--- src/rtl/seg10_pkg.sv ---
// Shared constants for the 10-segment display bus: widths and the pattern
// for every digit and for blank.
`timescale 1ns/1ps
package seg10_pkg;

    localparam int SEG_W   = 10;
    localparam int DIGIT_W = 4;

    localparam logic [SEG_W-1:0] SEG10_P0    = 10'b1111111100;
    localparam logic [SEG_W-1:0] SEG10_P1    = 10'b0011000000;
    localparam logic [SEG_W-1:0] SEG10_P2    = 10'b1110111011;
    localparam logic [SEG_W-1:0] SEG10_P3    = 10'b1111110011;
    localparam logic [SEG_W-1:0] SEG10_P4    = 10'b0011000111;
    localparam logic [SEG_W-1:0] SEG10_P5    = 10'b1101110111;
    localparam logic [SEG_W-1:0] SEG10_P6    = 10'b0001111111;
    localparam logic [SEG_W-1:0] SEG10_P7    = 10'b1111000000;
    localparam logic [SEG_W-1:0] SEG10_P8    = 10'b1111111111;
    localparam logic [SEG_W-1:0] SEG10_P9    = 10'b1111000111;
    localparam logic [SEG_W-1:0] SEG10_BLANK = 10'b0000000000;

endpackage

--- src/rtl/seg10_match.sv ---
// Combinational inverse of the digit-to-segment table: classifies a 10-bit
// pattern as a digit, blank, or neither (both flags low).
`timescale 1ns/1ps
module seg10_match
    import seg10_pkg::*;
(
    input  logic [SEG_W-1:0]   pattern,
    output logic [DIGIT_W-1:0] digit,
    output logic               is_digit,
    output logic               is_blank
);

    // Table lookup; unmatched patterns leave both flags low.
    always_comb begin
        digit    = 4'd0;
        is_digit = 1'b1;
        is_blank = 1'b0;
        case (pattern)
            SEG10_P0:    digit = 4'd0;
            SEG10_P1:    digit = 4'd1;
            SEG10_P2:    digit = 4'd2;
            SEG10_P3:    digit = 4'd3;
            SEG10_P4:    digit = 4'd4;
            SEG10_P5:    digit = 4'd5;
            SEG10_P6:    digit = 4'd6;
            SEG10_P7:    digit = 4'd7;
            SEG10_P8:    digit = 4'd8;
            SEG10_P9:    digit = 4'd9;
            SEG10_BLANK: begin
                is_digit = 1'b0;
                is_blank = 1'b1;
            end
            default: begin
                is_digit = 1'b0;
                is_blank = 1'b0;
            end
        endcase
    end

endmodule

--- src/rtl/seg10_reader.sv ---
// Segment-bus readback monitor: debounces segs_in over a stability window and
// decodes each newly committed pattern into digit / blank / error.
`timescale 1ns/1ps
module seg10_reader
    import seg10_pkg::*;
#(
    parameter int STABLE_CYCLES = 4
) (
    input  logic               clk,
    input  logic               reset,
    input  logic [SEG_W-1:0]   segs_in,
    output logic [DIGIT_W-1:0] digit,
    output logic               blank,
    output logic               error,
    output logic               update,
    output logic [7:0]         err_count
);

    localparam int CNT_W = $clog2(STABLE_CYCLES + 1);
    localparam logic [CNT_W-1:0] CNT_MAX    = CNT_W'(STABLE_CYCLES);
    localparam logic [CNT_W-1:0] CNT_COMMIT = CNT_W'(STABLE_CYCLES - 1);

    logic [SEG_W-1:0]   segs_q, segs_d;
    logic [SEG_W-1:0]   committed_q, committed_d;
    logic [CNT_W-1:0]   stab_cnt_q, stab_cnt_d;
    logic [DIGIT_W-1:0] digit_q, digit_d;
    logic               blank_q, blank_d;
    logic               error_q, error_d;
    logic               update_q, update_d;
    logic [7:0]         err_count_q, err_count_d;

    logic [DIGIT_W-1:0] match_digit_s;
    logic               match_is_digit_s;
    logic               match_is_blank_s;

    seg10_match u_match (
        .pattern  (segs_q),
        .digit    (match_digit_s),
        .is_digit (match_is_digit_s),
        .is_blank (match_is_blank_s)
    );

    // Sample/stability tracking and commit decision.
    always_comb begin
        segs_d      = segs_q;
        committed_d = committed_q;
        stab_cnt_d  = stab_cnt_q;
        digit_d     = digit_q;
        blank_d     = blank_q;
        error_d     = error_q;
        update_d    = 1'b0;
        err_count_d = err_count_q;
        if (segs_in != segs_q) begin
            segs_d     = segs_in;
            stab_cnt_d = '0;
        end else if (stab_cnt_q == CNT_COMMIT) begin
            stab_cnt_d = CNT_MAX;
            // Re-committing the same pattern is silent.
            if (segs_q != committed_q) begin
                committed_d = segs_q;
                update_d    = 1'b1;
                if (match_is_digit_s) begin
                    digit_d = match_digit_s;
                    blank_d = 1'b0;
                    error_d = 1'b0;
                end else if (match_is_blank_s) begin
                    blank_d = 1'b1;
                    error_d = 1'b0;
                end else begin
                    blank_d = 1'b0;
                    error_d = 1'b1;
                    if (err_count_q != 8'hFF) begin
                        err_count_d = err_count_q + 8'd1;
                    end else begin
                        err_count_d = err_count_q;
                    end
                end
            end else begin
                committed_d = committed_q;
            end
        end else if (stab_cnt_q < CNT_MAX) begin
            stab_cnt_d = stab_cnt_q + 1'b1;
        end else begin
            stab_cnt_d = stab_cnt_q;
        end
    end

    // State registers with synchronous reset.
    always_ff @(posedge clk) begin
        if (reset) begin
            segs_q      <= 10'b0000000000;
            committed_q <= 10'b0000000000;
            stab_cnt_q  <= '0;
            digit_q     <= 4'd0;
            blank_q     <= 1'b1;
            error_q     <= 1'b0;
            update_q    <= 1'b0;
            err_count_q <= 8'd0;
        end else begin
            segs_q      <= segs_d;
            committed_q <= committed_d;
            stab_cnt_q  <= stab_cnt_d;
            digit_q     <= digit_d;
            blank_q     <= blank_d;
            error_q     <= error_d;
            update_q    <= update_d;
            err_count_q <= err_count_d;
        end
    end

    assign digit     = digit_q;
    assign blank     = blank_q;
    assign error     = error_q;
    assign update    = update_q;
    assign err_count = err_count_q;

endmodule
--- config.mk ---
export PLATFORM = sky130hd
export DESIGN_NAME = seg10_reader
export DESIGN_NICKNAME = d
export VERILOG_FILES = /design/src/rtl/seg10_pkg.sv /design/src/rtl/seg10_match.sv /design/src/rtl/seg10_reader.sv
export SDC_FILE = /design/constraint.sdc
export NUM_CORES = 1
export LEC_CHECK = 0
export ABC_AREA = 1
export BUFFER_PORTS_ARGS = -buffer_cell sky130_fd_sc_hd__buf_2
export CAP_MARGIN = 20
export CORE_ASPECT_RATIO = 1.5
export CORE_MARGIN = 1.5
export CORE_UTILIZATION = 45
export CTS_BUF_LIST = sky130_fd_sc_hd__clkbuf_4 sky130_fd_sc_hd__clkbuf_8 sky130_fd_sc_hd__clkbuf_16
export DETAILED_ROUTE_END_ITERATION = 6
export HOLD_SLACK_MARGIN = 0.12
export PLACE_DENSITY = 0.73
export SETUP_SLACK_MARGIN = 0.3
export SLEW_MARGIN = 20
export SYNTH_ARGS = -nofsm -noshare
export SYNTH_HDL_FRONTEND = slang
export SYNTH_SLANG_ARGS = --single-unit
export TNS_END_PERCENT = 50
--- constraint.sdc ---
create_clock -name clk -period 3.8 [get_ports clk]
set_input_delay 0.38 -clock clk [delete_from_list [all_inputs] [get_ports clk]]
set_output_delay 0.38 -clock clk [all_outputs]
set_load 0.01 [all_outputs]
Word level (Yosys, flattened, before mapping) --
Index checks and enable logic that the tools add are counted.
Cells by class: $add $sub $neg 2, magnitude comparators 1, equal/unequal tests 14, multiplexer cells 10, bitwise gates (word level) 4, reductions and logical operators 9
Operators by type and width (number):
- == test 10 bit, second input constant | 7
- one-hot mux 4 bit (9 select lines) | 1
- == test 10 x 8 -> 1 bit, second input constant | 2
- inequality test 10 bit | 2
- == test 10 x 7 -> 1 bit, second input constant | 1
- logical NOT 10 bit | 1
- OR reduction 10 bit | 1
- adder 8 x 1 -> 8 bit, second input constant | 1
- inequality test 8 bit, second input constant | 1
- two-way mux 1 bit | 7
- two-way mux 3 bit | 2
- AND reduction 6 bit | 1
- OR reduction 3 bit | 2
- inverter 1 bit | 4
- AND reduction 4 bit | 1
- adder 3 x 1 -> 3 bit, second input constant | 1
- == test 3 x 2 -> 1 bit, second input constant | 1
- less-than comparator 3 bit, second input constant | 1
- AND reduction 3 bit | 1
- nonzero test 2 bit | 1
- OR reduction 2 bit | 1
Storage, ports and cells: flip-flop bits (word level) 38, input bits 12, output and inout port bits 15

Longest topological paths before layout --
depth in word-level cells 5, mapped depth 13

Hierarchy --
A second synthesis with hierarchy kept.
Unflattened totals: cell total of the unflattened synthesis 373, area, all modules 2303.5 µm²
By module, submodules not included:
- seg10_reader | times used 1, cells an instance 312, area an instance 1999.4 µm², seq. area each 760.7 µm²
- seg10_match | times used 1, cells an instance 61, area an instance 304.0 µm², seq. area each 0.0 µm²

Least setup slack after synthesis --
OpenSTA, ideal clock, no wires.
path kind register -> register, start register segs_q[6], end register digit_q[0] (netlist: digit[0]), setup time 0.128 ns, arrival time 1.410 ns, data required time 3.672 ns, slack 2.263 ns, cell stages (with the launch flop) 13, clock period less this slack 1.537 ns, cells stage by stage dfxtp_1 > buf_4 > inv_2 > nand2_1 > nand2_1 > nor2_1 > nand3_2 > nor2_4 > nand3_2 > and2b_2 > nand2_1 > o21ai_1 > nor2_1
On the way: longest elaborated chain between the ends 4
Ends and longest elaborated chain:
- start: declaration | line seg10_reader.sv:23 | logic [SEG_W-1:0] segs_q, segs_d;
- start signal: assignment | line seg10_reader.sv:100 | segs_q <= segs_d;
- == test 10 bit (tied with other cells) | line seg10_match.sv:18 | case (pattern)
- OR reduction 10 bit (no source line)
- two-way mux 1 bit | line seg10_match.sv:18
- AND reduction 4 bit (no source line)
- end signal: assignment | line seg10_reader.sv:103 | digit_q <= digit_d;
- end: declaration | line seg10_reader.sv:26 | logic [DIGIT_W-1:0] digit_q, digit_d;
Parallel ways exist; a longest one is shown, timed or not. A chain may end at the register's enable or synchronous reset.

Worst setup path in the final report --
Ends and elaborated chain as after synthesis.

==> results_dict.tcl <==
set metrics [dict create \
    clock_sinks 38 \
    dpl.hpwl_um 3440 \
    synth_simple_gate_area_share_pct 38.2 \
    internal-power_uw 618 \
    fmax_mhz 483 \
    drc 0 \
    grt_pass1_vias 1903 \
    hold_path_class "primary input to flip-flop" \
    pwr_density_cell_nw_per_um2 344 \
    clkPwrFrac_pct 41.8 \
    yosysMostFrequentCell "nand2_1" \
    slew_violations 0 \
    gp_congestion 0.838 \
    cts_resized 0 \
    rsz0062_at_grt "false" \
    synth_fp_nets 333 \
    period_share_pct 54.4 \
    crit_arrival_ps 2240 \
    timing.max_cap.violations 0 \
    drt_iter0_markers 99 \
    fillers 460 \
    yosys.cell_types.count 28 \
    area_delta_synth_final_pct 11.8 \
    hold_violations 0 \
    synth_top_area_cell "dfxtp_1" \
    portBuffers 26 \
    chipWidth_um 59.0 \
    wl_per_cell_um 11.7 \
    synth-main-ff-cell "dfxtp_1" \
    p_leak_uw 0.00114 \
    start_util_pct 46.9 \
    cts_setup_buffers 0 \
    synth_compound_area_share_pct 7.81 \
    ant_nets 0 \
    drt-total-wl_um 4580 \
    antenna_found_initial 0 \
    start_kind "flip-flop" \
    netlist_top_cells_area "dfxtp_1, nand2_1, inv_1, nor2_1, nand3_1" \
    stdcell_area_sq_um 2360 \
    drive_gt1_share_pct 17.4 \
    multi_input_area_sq_um 1090 \
    worstSetupEndpointType "flip-flop" \
    post-route-util_pct 52.5 \
    crit_fanout 21 \
    num_vias 2003 \
    yosys_warnings 0 \
    cts_tree "built" \
    grt_pass1_wl_um 7820 \
    synthAdderAreaFrac_pct 1.18 \
    critPathKind "flip-flop to flip-flop" \
    worstRegToRegCells 11 \
    outcome "finished clean" \
    die_h_um 87.0 \
    synth_xor_area_share_pct 4.56 \
    clock_path_buffers 2 \
    drt-pass1-iter-count 4 \
    grt_overflow 0 \
    viasPerCell 5.10 \
    ioPinCount 27 \
    p_total_uw 815 \
    power_switching_uw 196 \
    clk_latency_ps 290 \
    peakVddDrop_v 0.000224 \
    grtUsageTotal_pct 19.8 \
    place_ws_ps 1730 \
    cp.required_ps 3970 \
    min_path_cells 3 \
    setup_violations 0 \
    maxSlewHeadroom_pct 56.9 \
    synthTopCellsByCount "nand2_1, inv_1, nor2_1" \
    clockRootBuffer "clkbuf_8" \
    placed_area_sq_um 2260 \
    fp-row-count 30 \
    avgSynthCellArea_sq_um 6.63 \
    die_area_sq_um 5130 \
    synth_top_area_share_pct 36.0 \
    power.share.combinational_pct 7.4 \
    skew_ps 8.57 \
    ys_seq_area_share_pct 36.0 \
    htreeDepth 2 \
    diodes 0 \
    core_sq_um 4500 \
    synth.area.mux_share_pct 0 \
    synth_top_family_by_area "simple AND/OR/NAND/NOR gates" \
    ctsHoldBuffers 0 \
    mappedNetlistArea_sq_um 2110 \
    clk_pin_slew_worst_paths_ps 80 \
    min_period_ps 2070 \
    setup_tns_ps 0 \
    ff_latch_area_sq_um 761 \
    final_nets 358 \
    ys_ff_latch 38 \
    syn_inst 319 \
    synth-edff-count 0 \
    grt_start_max_net_pins 22 \
    cts_made_buffers 5 \
    seqPwrFrac_pct 50.8 \
    switching_share_pct 24.1 \
    timing.final.ws_setup_ps 1730 \
    async_reset_ff_share_pct 0 \
    worstMarginPinSlew_ps 646 \
]
==> metal layers <==
| layer | share of wire (%) | track usage (%) | up-vias |
|---|---|---|---|
| li1 | - | - | 1038 |
| met5 | 0 | 0 | - |
| met2 | 52 | 35.7 | 50 |
| met3 | 4.3 | 4.31 | 9 |
| met4 | 2.1 | 9.92 | 0 |
| met1 | 41 | 20.9 | 906 |
==> per-stage QoR <==
step | cells | hold slack [ps]
2_1_floorplan | 319 | 436
3_3_place_gp | 385 | 448
3_5_place_dp | 385 | 457
4_1_cts | 393 | 303
5_1_grt | 393 | 302
6_report | 393 | 308
==> kinds of logic after synthesis <==
| kind of cell | after synthesis |
|---|---|
| buffers and inverters | 64 |
| adder cells (fa/ha/maj) | 2 |
| XOR/XNOR | 11 |
| flip-flops | 38 |
| AND/OR/NAND/NOR | 172 |
| AO/OA/AOI/OAI | 32 |
==> final timing paths <==
kind / start / to / slack (ps)
worst max-delay path: segs_q[6]$_SDFFE_PP0P_ / digit[0]$_SDFFE_PP0P_ / 1730
worst min-delay path: segs_in[0] / segs_q[0]$_SDFFE_PP0P_ / 310
worst max register to register: segs_q[6]$_SDFFE_PP0P_ / digit[0]$_SDFFE_PP0P_ / 1730
worst min register to register: stab_cnt_q[1]$_SDFFE_PP0N_ / stab_cnt_q[1]$_SDFFE_PP0N_ / 470
==> cell type report <==
cell class | instances | area share, %
Clock buffer | 5 | 2.91
Clock inverter | 3 | 1.69
Inverter | 56 | 8.89
Multi-Input combinational cell | 217 | 46.3
Sequential cell | 38 | 32.2
Tap cell | 48 | 2.54
Timing Repair Buffer | 26 | 5.50
==> worst max-delay path: stages, from the launching register on <==
cell     delay, ps
dfxtp_1        480
inv_2           60
nand2_1         60
nand2_1         40
nor2_1         160
nand3_2        120
nor2_4         150
nand3_2        340
and2b_2        380
nand2_1         50
o21ai_1         70
nor2_1          50
==> power by group through the flow <==
stage               clock network (uW)  registers (uW)  logic (uW)
floorplan                            0             420        45.6
global placement                     0             423        59.4
detailed placement                   0             423        60.2
CTS                                347             413        60.5
global route                       368             415        68.9
finish                             341             414        60.0
==> registers in the layout, indices dropped and copies added, names as in the netlist <==
register     cells
blank            1
committed_q     10
digit            4
err_count        8
error            1
segs_q          10
stab_cnt_q       3
update           1
==> cells in the final DEF, fill, tap and decap left out <==
| master | n |
|---|---|
| nand3_1 | 19 |
| xor2_1 | 7 |
| o31ai_1 | 1 |
| nor2_1 | 41 |
| clkbuf_8 | 5 |
| dfxtp_1 | 38 |
| ha_1 | 2 |
| nand4_1 | 10 |
| bufinv_16 | 1 |
| nand2_1 | 79 |
| clkinv_2 | 2 |
| a21oi_1 | 16 |
| a31oi_1 | 1 |
| inv_1 | 47 |
| nor3_1 | 6 |
| and2b_2 | 1 |
| nor2_2 | 3 |
| nand2_2 | 1 |
| o21ai_0 | 11 |
| o22ai_1 | 1 |
| o21ai_1 | 2 |
| nor2_4 | 4 |
| nand3_4 | 2 |
| buf_2 | 26 |
| xnor2_1 | 4 |
| nand3_2 | 5 |
| inv_2 | 9 |
| or2_2 | 1 |
Note: power is estimated with default switching activity, not from simulation.
